## src/rtl/uart_rx_frame_ctrl.sv

```systemverilog
// UART receive frame controller: start detection, 3-sample majority bit recovery,
// LSB-first deserialization and parity/stop sequencing toward the RX parity checker.
module uart_rx_frame_ctrl #(
    parameter int DATA_WIDTH = 8,
    parameter int PRESCALE_W = 6
) (
    input  logic                  CLK,
    input  logic                  RST,
    input  logic                  RX_IN,
    input  logic [PRESCALE_W-1:0] Prescale,
    input  logic                  PAR_EN,
    input  logic                  par_err,
    output logic                  sampled_bit,
    output logic [DATA_WIDTH-1:0] P_DATA,
    output logic                  par_chk_en,
    output logic                  data_valid,
    output logic                  par_err_flag,
    output logic                  stop_err,
    output logic                  strt_glitch,
    output logic [2:0]            state_o
);

    localparam logic [2:0] IDLE   = 3'd0;
    localparam logic [2:0] START  = 3'd1;
    localparam logic [2:0] DATA   = 3'd2;
    localparam logic [2:0] PARITY = 3'd3;
    localparam logic [2:0] STOP   = 3'd4;

    localparam int BIT_W = (DATA_WIDTH > 1) ? $clog2(DATA_WIDTH) : 1;
    localparam logic [BIT_W-1:0]      LAST_BIT = BIT_W'(DATA_WIDTH - 1);
    localparam logic [PRESCALE_W-1:0] ONE      = PRESCALE_W'(1);

    logic [2:0]            state_q, state_d;
    logic [PRESCALE_W-1:0] edge_cnt_q, edge_cnt_d;
    logic [PRESCALE_W-1:0] prescale_q, prescale_d;
    logic                  par_en_q, par_en_d;
    logic [BIT_W-1:0]      bit_cnt_q, bit_cnt_d;
    logic                  s0_q, s0_d, s1_q, s1_d;
    logic                  sampled_q, sampled_d;
    logic [DATA_WIDTH-1:0] p_data_q, p_data_d;
    logic                  par_flag_q, par_flag_d;
    logic                  par_err_flag_q, par_err_flag_d;
    logic                  stop_err_q, stop_err_d;
    logic                  data_valid_q, data_valid_d;
    logic                  glitch_c, chk_en_c;

    logic [PRESCALE_W-1:0] half, s_lo, s_hi;
    logic                  edge_last, maj;

    // Edge counter is free-running modulo 2^PRESCALE_W, so an illegal Prescale can only
    // distort timing; the bit-end compare is always reached eventually.
    assign half      = prescale_q >> 1;
    assign s_lo      = half - ONE;
    assign s_hi      = half + ONE;
    assign edge_last = (edge_cnt_q == prescale_q - ONE);
    assign maj       = (s0_q & s1_q) | (s0_q & RX_IN) | (s1_q & RX_IN);

    always_comb begin
        state_d        = state_q;
        edge_cnt_d     = edge_cnt_q;
        prescale_d     = prescale_q;
        par_en_d       = par_en_q;
        bit_cnt_d      = bit_cnt_q;
        s0_d           = s0_q;
        s1_d           = s1_q;
        sampled_d      = sampled_q;
        p_data_d       = p_data_q;
        par_flag_d     = par_flag_q;
        par_err_flag_d = par_err_flag_q;
        stop_err_d     = stop_err_q;
        data_valid_d   = 1'b0;
        glitch_c       = 1'b0;
        chk_en_c       = 1'b0;

        if (state_q != IDLE) begin
            edge_cnt_d = edge_last ? '0 : edge_cnt_q + ONE;
            if (edge_cnt_q == s_lo) s0_d = RX_IN;
            if (edge_cnt_q == half) s1_d = RX_IN;
            if (edge_cnt_q == s_hi) sampled_d = maj;
        end

        case (state_q)
            IDLE: begin
                edge_cnt_d = '0;
                prescale_d = Prescale;
                par_en_d   = PAR_EN;
                if (!RX_IN) begin
                    state_d    = START;
                    edge_cnt_d = ONE;
                end
            end
            START: begin
                if (edge_last) begin
                    if (sampled_q) begin
                        glitch_c = 1'b1;
                        state_d  = IDLE;
                    end else begin
                        state_d        = DATA;
                        bit_cnt_d      = '0;
                        par_flag_d     = 1'b0;
                        par_err_flag_d = 1'b0;
                        stop_err_d     = 1'b0;
                    end
                end
            end
            DATA: begin
                if (edge_last) begin
                    p_data_d = {sampled_q, p_data_q[DATA_WIDTH-1:1]};
                    if (bit_cnt_q == LAST_BIT) begin
                        state_d = par_en_q ? PARITY : STOP;
                    end else begin
                        bit_cnt_d = bit_cnt_q + 1'b1;
                    end
                end
            end
            PARITY: begin
                if (edge_last) begin
                    chk_en_c   = 1'b1;
                    par_flag_d = par_err;
                    state_d    = STOP;
                end
            end
            STOP: begin
                if (edge_last) begin
                    stop_err_d     = ~sampled_q;
                    par_err_flag_d = par_flag_q;
                    data_valid_d   = sampled_q & ~par_flag_q;
                    state_d        = IDLE;
                end
            end
            default: state_d = IDLE;
        endcase
    end

    always_ff @(posedge CLK) begin
        if (RST) begin
            state_q        <= IDLE;
            edge_cnt_q     <= '0;
            prescale_q     <= '0;
            par_en_q       <= 1'b0;
            bit_cnt_q      <= '0;
            s0_q           <= 1'b0;
            s1_q           <= 1'b0;
            sampled_q      <= 1'b0;
            p_data_q       <= '0;
            par_flag_q     <= 1'b0;
            par_err_flag_q <= 1'b0;
            stop_err_q     <= 1'b0;
            data_valid_q   <= 1'b0;
        end else begin
            state_q        <= state_d;
            edge_cnt_q     <= edge_cnt_d;
            prescale_q     <= prescale_d;
            par_en_q       <= par_en_d;
            bit_cnt_q      <= bit_cnt_d;
            s0_q           <= s0_d;
            s1_q           <= s1_d;
            sampled_q      <= sampled_d;
            p_data_q       <= p_data_d;
            par_flag_q     <= par_flag_d;
            par_err_flag_q <= par_err_flag_d;
            stop_err_q     <= stop_err_d;
            data_valid_q   <= data_valid_d;
        end
    end

    assign sampled_bit  = sampled_q;
    assign P_DATA       = p_data_q;
    assign par_chk_en   = chk_en_c;
    assign data_valid   = data_valid_q;
    assign par_err_flag = par_err_flag_q;
    assign stop_err     = stop_err_q;
    assign strt_glitch  = glitch_c;
    assign state_o      = state_q;

endmodule

```

## config.mk

```make
export PLATFORM = sky130hd
export DESIGN_NAME = uart_rx_frame_ctrl
export DESIGN_NICKNAME = d
export VERILOG_FILES = /design/src/rtl/uart_rx_frame_ctrl.sv
export SDC_FILE = /design/constraint.sdc
export NUM_CORES = 1
export LEC_CHECK = 0
export ABC_CLOCK_PERIOD_IN_PS = 3400
export CORE_MARGIN = 1
export CORE_UTILIZATION = 47
export CTS_CLUSTER_SIZE = 10
export DETAILED_ROUTE_END_ITERATION = 7
export DONT_BUFFER_PORTS = 1
export PLACE_DENSITY = 0.69
export SLEW_MARGIN = 25
export SYNTH_ARGS = -nofsm -noshare
export SYNTH_HDL_FRONTEND = slang
export SYNTH_SLANG_ARGS = --single-unit
```

## constraint.sdc

```tcl
create_clock -name CLK -period 3.4 [get_ports CLK]
set_input_delay 0.68 -clock CLK [delete_from_list [all_inputs] [get_ports CLK]]
set_output_delay 0.68 -clock CLK [all_outputs]
set_load 0.02 [all_outputs]
```

### Yosys cells after proc, flatten, opt, wreduce, memory -nomap -nowiden

Index checks and enable logic that the tools add are counted.

| word-level totals | value |
|---|---|
| register bits after elaboration | 34 |
| input port bits | 11 |
| logic and storage cells | 91 |
| output and inout port bits | 17 |

| cells by class | value |
|---|---|
| add/subtract/negate cells | 5 |
| mux-type cells | 31 |
| bitwise operators | 10 |
| reductions and logical operators | 15 |
| equality and inequality tests | 17 |

Operators with widths:

| operator | count |
|---|---|
| 3-bit 2-to-1 mux | 11 |
| 6-bit equality test | 3 |
| 6-bit 2-to-1 mux | 3 |
| 2-bit != test, second input constant | 8 |
| 3-bit one-hot mux with 5 select lines | 1 |
| 1-bit 2-to-1 mux | 11 |
| 2-bit AND reduction | 4 |
| 4-bit AND reduction | 2 |
| 2-bit nonzero test | 4 |
| 5-bit by 1-bit adder with 6-bit output, second input constant | 1 |
| 6-bit by 1-bit adder with 6-bit output, second input constant | 1 |
| 3-bit by 2-bit equality test with 1-bit output, second input constant | 2 |
| 3-bit equality test, second input constant | 2 |
| 6-bit by 5-bit equality test with 1-bit output | 1 |
| 1-bit one-hot mux with 2 select lines | 3 |
| 3-bit one-hot mux with 2 select lines | 1 |
| 6-bit AND reduction | 1 |
| 5-bit by 1-bit subtractor with 6-bit output, second input constant | 1 |
| 6-bit by 1-bit subtractor with 6-bit output, second input constant | 1 |
| 5-bit AND reduction | 1 |
| 1-bit bitwise AND | 4 |
| 1-bit inverter | 4 |
| 3-bit by 1-bit adder with 3-bit output, second input constant | 1 |
| 3-bit by 1-bit equality test with 1-bit output, second input constant | 1 |
| 5 further kinds | 6 |

### Depth between registers and ports, before layout

| logic depth | value |
|---|---|
| depth in word-level cells | 5 |
| mapped depth | 9 |
| mapped depth without buffers | 7 |

### Worst setup path after synthesis

OpenSTA, ideal clock, no wires.

| path | value |
|---|---|
| kind | register -> output |
| start | reg prescale_q[2] |
| end | out strt_glitch |
| buffers on the path | 2 |
| cell stages (with the launch flop) | 10 |
| data required time | 2720 ps |
| setup slack | 145 ps |
| arrival | 2575 ps |
| path through | dfxtp_1 clkbuf_1 inv_1 ha_1 a21boi_2 xnor2_1 o211ai_1 buf_2 nand2b_1 nor4b_1 |

| between the ends | value |
|---|---|
| word-level cells in the longest chain between the ends | 4 |

RTL lines:

| element | RTL line | text |
|---|---|---|
| start: declaration | 35 | `logic [PRESCALE_W-1:0] prescale_q, prescale_d;` |
| start signal: assignment | 153 | `prescale_q <= prescale_d;` |
| 6-bit by 1-bit subtractor with 6-bit output | 55 | `assign edge_last = (edge_cnt_q == prescale_q - ONE);` |
| 6-bit equality test | 55 |  |
| 1-bit 2-to-1 mux | 93 | `if (edge_last) begin` |
| 1-bit 2-to-1 mux | 82 | `case (state_q)` |
| end: declaration | 19 | `output logic strt_glitch,` |

Every way passes these cells.

### Final worst setup path

| path | value |
|---|---|
| start | reg prescale_q[1] |
| end | out strt_glitch |

The elaborated chain is that of the path after synthesis.

==> impl_metrics.yaml <==
pwr:
  p_int_uw: 621.8
  vdd_drop_max_mv: 0.2643
  seqPwrFrac_pct: 49.8
  switchingPower_uw: 237.4
  power_frac_clock_pct: 35.9
  switching_share_pct: 27.64
  cellPowerDensity_nw_per_um2: 402.8
  power_frac_comb_pct: 14.3
  total_leakage_power_nw: 0.7569
grt:
  met2_usage_pct: 31.50
  grt-ovfl-total: 0
  antenna_found_initial: 0
  grt_usage_pct: 21.46
  busiest_layer: "met2"
  grt_max_degree: 29
  grt_pass1_wl_um: 7327
  met3_usage_pct: 6.667
  grt_pass1_vias: 1521
  use_met1_pct: 29.51
synth:
  yosysTopAreaCell: "dfxtp_1"
  syn_inst: 252
  synth_top_area_share_pct: 33.09
  syn_nets: 270
  yosys_warnings: 0
  synth_area_um2: 2057
  yosysUniqueCellTypes: 58
  ys_seq_area_share_pct: 33.09
  synth_enable_flop_cells: 0
  synthTopCellsByArea: "dfxtp_1 (33%), nand2_1 (5.7%), a21oi_1 (4.9%)"
  synth_ff_type: "dfxtp_1"
  ys_ff_latch: 34
  avgSynthCellArea_um2: 8.163
  async_flop_share_pct: 0
layout:
  multiInputGateArea_um2: 1241
  areaGrowthSynthToFinish_pct: 3.711
  final_cell_count_no_fill: 295
  regArea_um2: 681.9
  drive_gt1_share_pct: 10.20
  final_common_cell: "dfxtp_1"
  nNetsFinal: 262
  final_cell_mix: "dfxtp_1 (33), nand2_1 (31), a21oi_1 (20)"
  n_antenna_cell: 0
  fillers: 400
critical_path:
  required_ps: 2720
  cp-end-kind: "primary output"
  ff2ff_setup_slack_ps: 900
  worstPathArrival_ps: 2490
  worstSetupPathType: "reg -> out"
  cp_max_fo: 8
  critPathLaunchType: "flip-flop"
floorplan:
  dieArea_um2: 4645
  die_h_um: 68.16
  die_x_um: 68.16
  rows: 23
  core_area_um2: 4086
  initial_core_util_pct: 50.34
  ios: 28
timing:
  finalSetupViolations: 0
  skew_ps: 7.531
  clock.fmax_ghz: 0.3153
  period_minus_slack_ps: 3172
  fin_crit_sh_pct: 93.29
  slew_violations: 0
  worst_pin_slew_ps: 875.4
  slew_headroom_pct: 41.42
  fin_tns_setup_ps: 0
  rsz0062_at_grt: "no"
  final-hold-violation-count: 0
clock_tree:
  clk_latency_ps: 290
  cts_buffer_depth: 2
  clk_pin_slew_worst_paths_ps: 70
  ctsResizeCount: 0
  cts-root-buf: "clkbuf_8"
  cts.sinks: 34
  cts_setup_buffers: 0
  cts_buffers: 5
  cts_tree: "done"
  htree_levels: 2
  holdBufCountCts: 0
detailed_routing:
  num_vias: 1733
  initialDrtViolationCount: 126
  wirelength_um: 4502
  ant_nets: 0
  via_per_inst: 5.875
  drt_first_pass_iters: 4
  drcViolationCount: 0
  post_drt_wl_per_cell_um: 15.26
place:
  io_buffer_count: 0
  dpl.hpwl_um: 3141
  place_congestion: 0.8115
  dp.cells: 287
run:
  max_cap_viol_count: 0
status:
  outcome: "finished, final reports clean"
worst_hold_path:
  min_path_type: "in -> reg"
[area by class of cell]
cell class / count / share of cell area [%]
multi-input cells: 193 / 58.18
clock inverters: 1 / 0.2346
repair buffers: 5 / 1.760
flip-flops and latches: 34 / 31.96
clock buffers: 7 / 4.047
well taps: 50 / 2.933
inverters: 5 / 0.8798
[worst max-delay path, cell delays in order, from the launching register on]
cell      delay [ps]
dfxtp_1          460
inv_1            130
ha_1             240
a21boi_2         190
a21oi_1          230
o211ai_1         180
nand2b_1         280
nor4b_1          300
buf_4            200
[power by group through the flow]
stage	clock, mW	combinational (mW)	sequential, mW
after floorplan	0	0.113	0.425
after global placement	0	0.117	0.436
after detailed placement	0	0.119	0.437
after CTS	0.312	0.120	0.428
after global routing	0.330	0.137	0.430
final	0.308	0.123	0.428
[layer usage]
metal	vias to the layer above	part of all wire (%)
met2	34	45
li1	882	-
met5	-	0
met3	5	5.1
met4	0	1.4
met1	812	48
[metrics by stage]
step	setup WS (ps)	utilization, %	hold slack (ps)	instance area [um^2]	total power, mW
finish	228.1	52.20	458.1	2133	0.8592
global route	31.37	52.20	445.0	2133	0.8960
CTS	39.51	51.93	450.0	2122	0.8600
detailed placement	378.1	49.69	475.4	2031	0.5560
global placement	488.7	49.69	457.0	2031	0.5536
floorplan	145.3	-	450.0	2057	0.5376
[path summary, 6_finish.rpt]
check                                   start           end  depth (start not counted)
worst min register to register       par_en_q      par_en_q                          2
worst min-delay path                      RST      stop_err                          1
worst max register to register  prescale_q[1]  bit_cnt_q[1]                          8
worst max-delay path            prescale_q[1]   strt_glitch                          8
[synthesized netlist by cell type (4+ instances only)]
master,number
a21oi_1,20
buf_2,4
buf_6,4
clkbuf_1,7
dfxtp_1,34
ha_1,7
inv_1,5
nand2_1,31
nand2b_1,4
nand3_1,17
nor2_1,17
nor3_1,4
nor4_1,5
o21ai_0,13
xnor2_1,11
xor2_1,9
[kinds of logic after synthesis]
group | share of synthesized area [%]
AND/OR/NAND/NOR | 25.24
AO/OA/AOI/OAI | 20.38
flip-flops | 33.09
buffers and inverters | 7.056
XOR/XNOR | 8.516
adder cells (fa/ha/maj) | 4.744
multiplexers | 0.9733
[sequential cells by signal, summed over array words and instances (netlist names), 3 cells and up]
register and cells:
P_DATA 8, bit_cnt_q 3, state_o 3, prescale_q 6
edge_cnt_q 6
(Power assumes the default switching activity.)
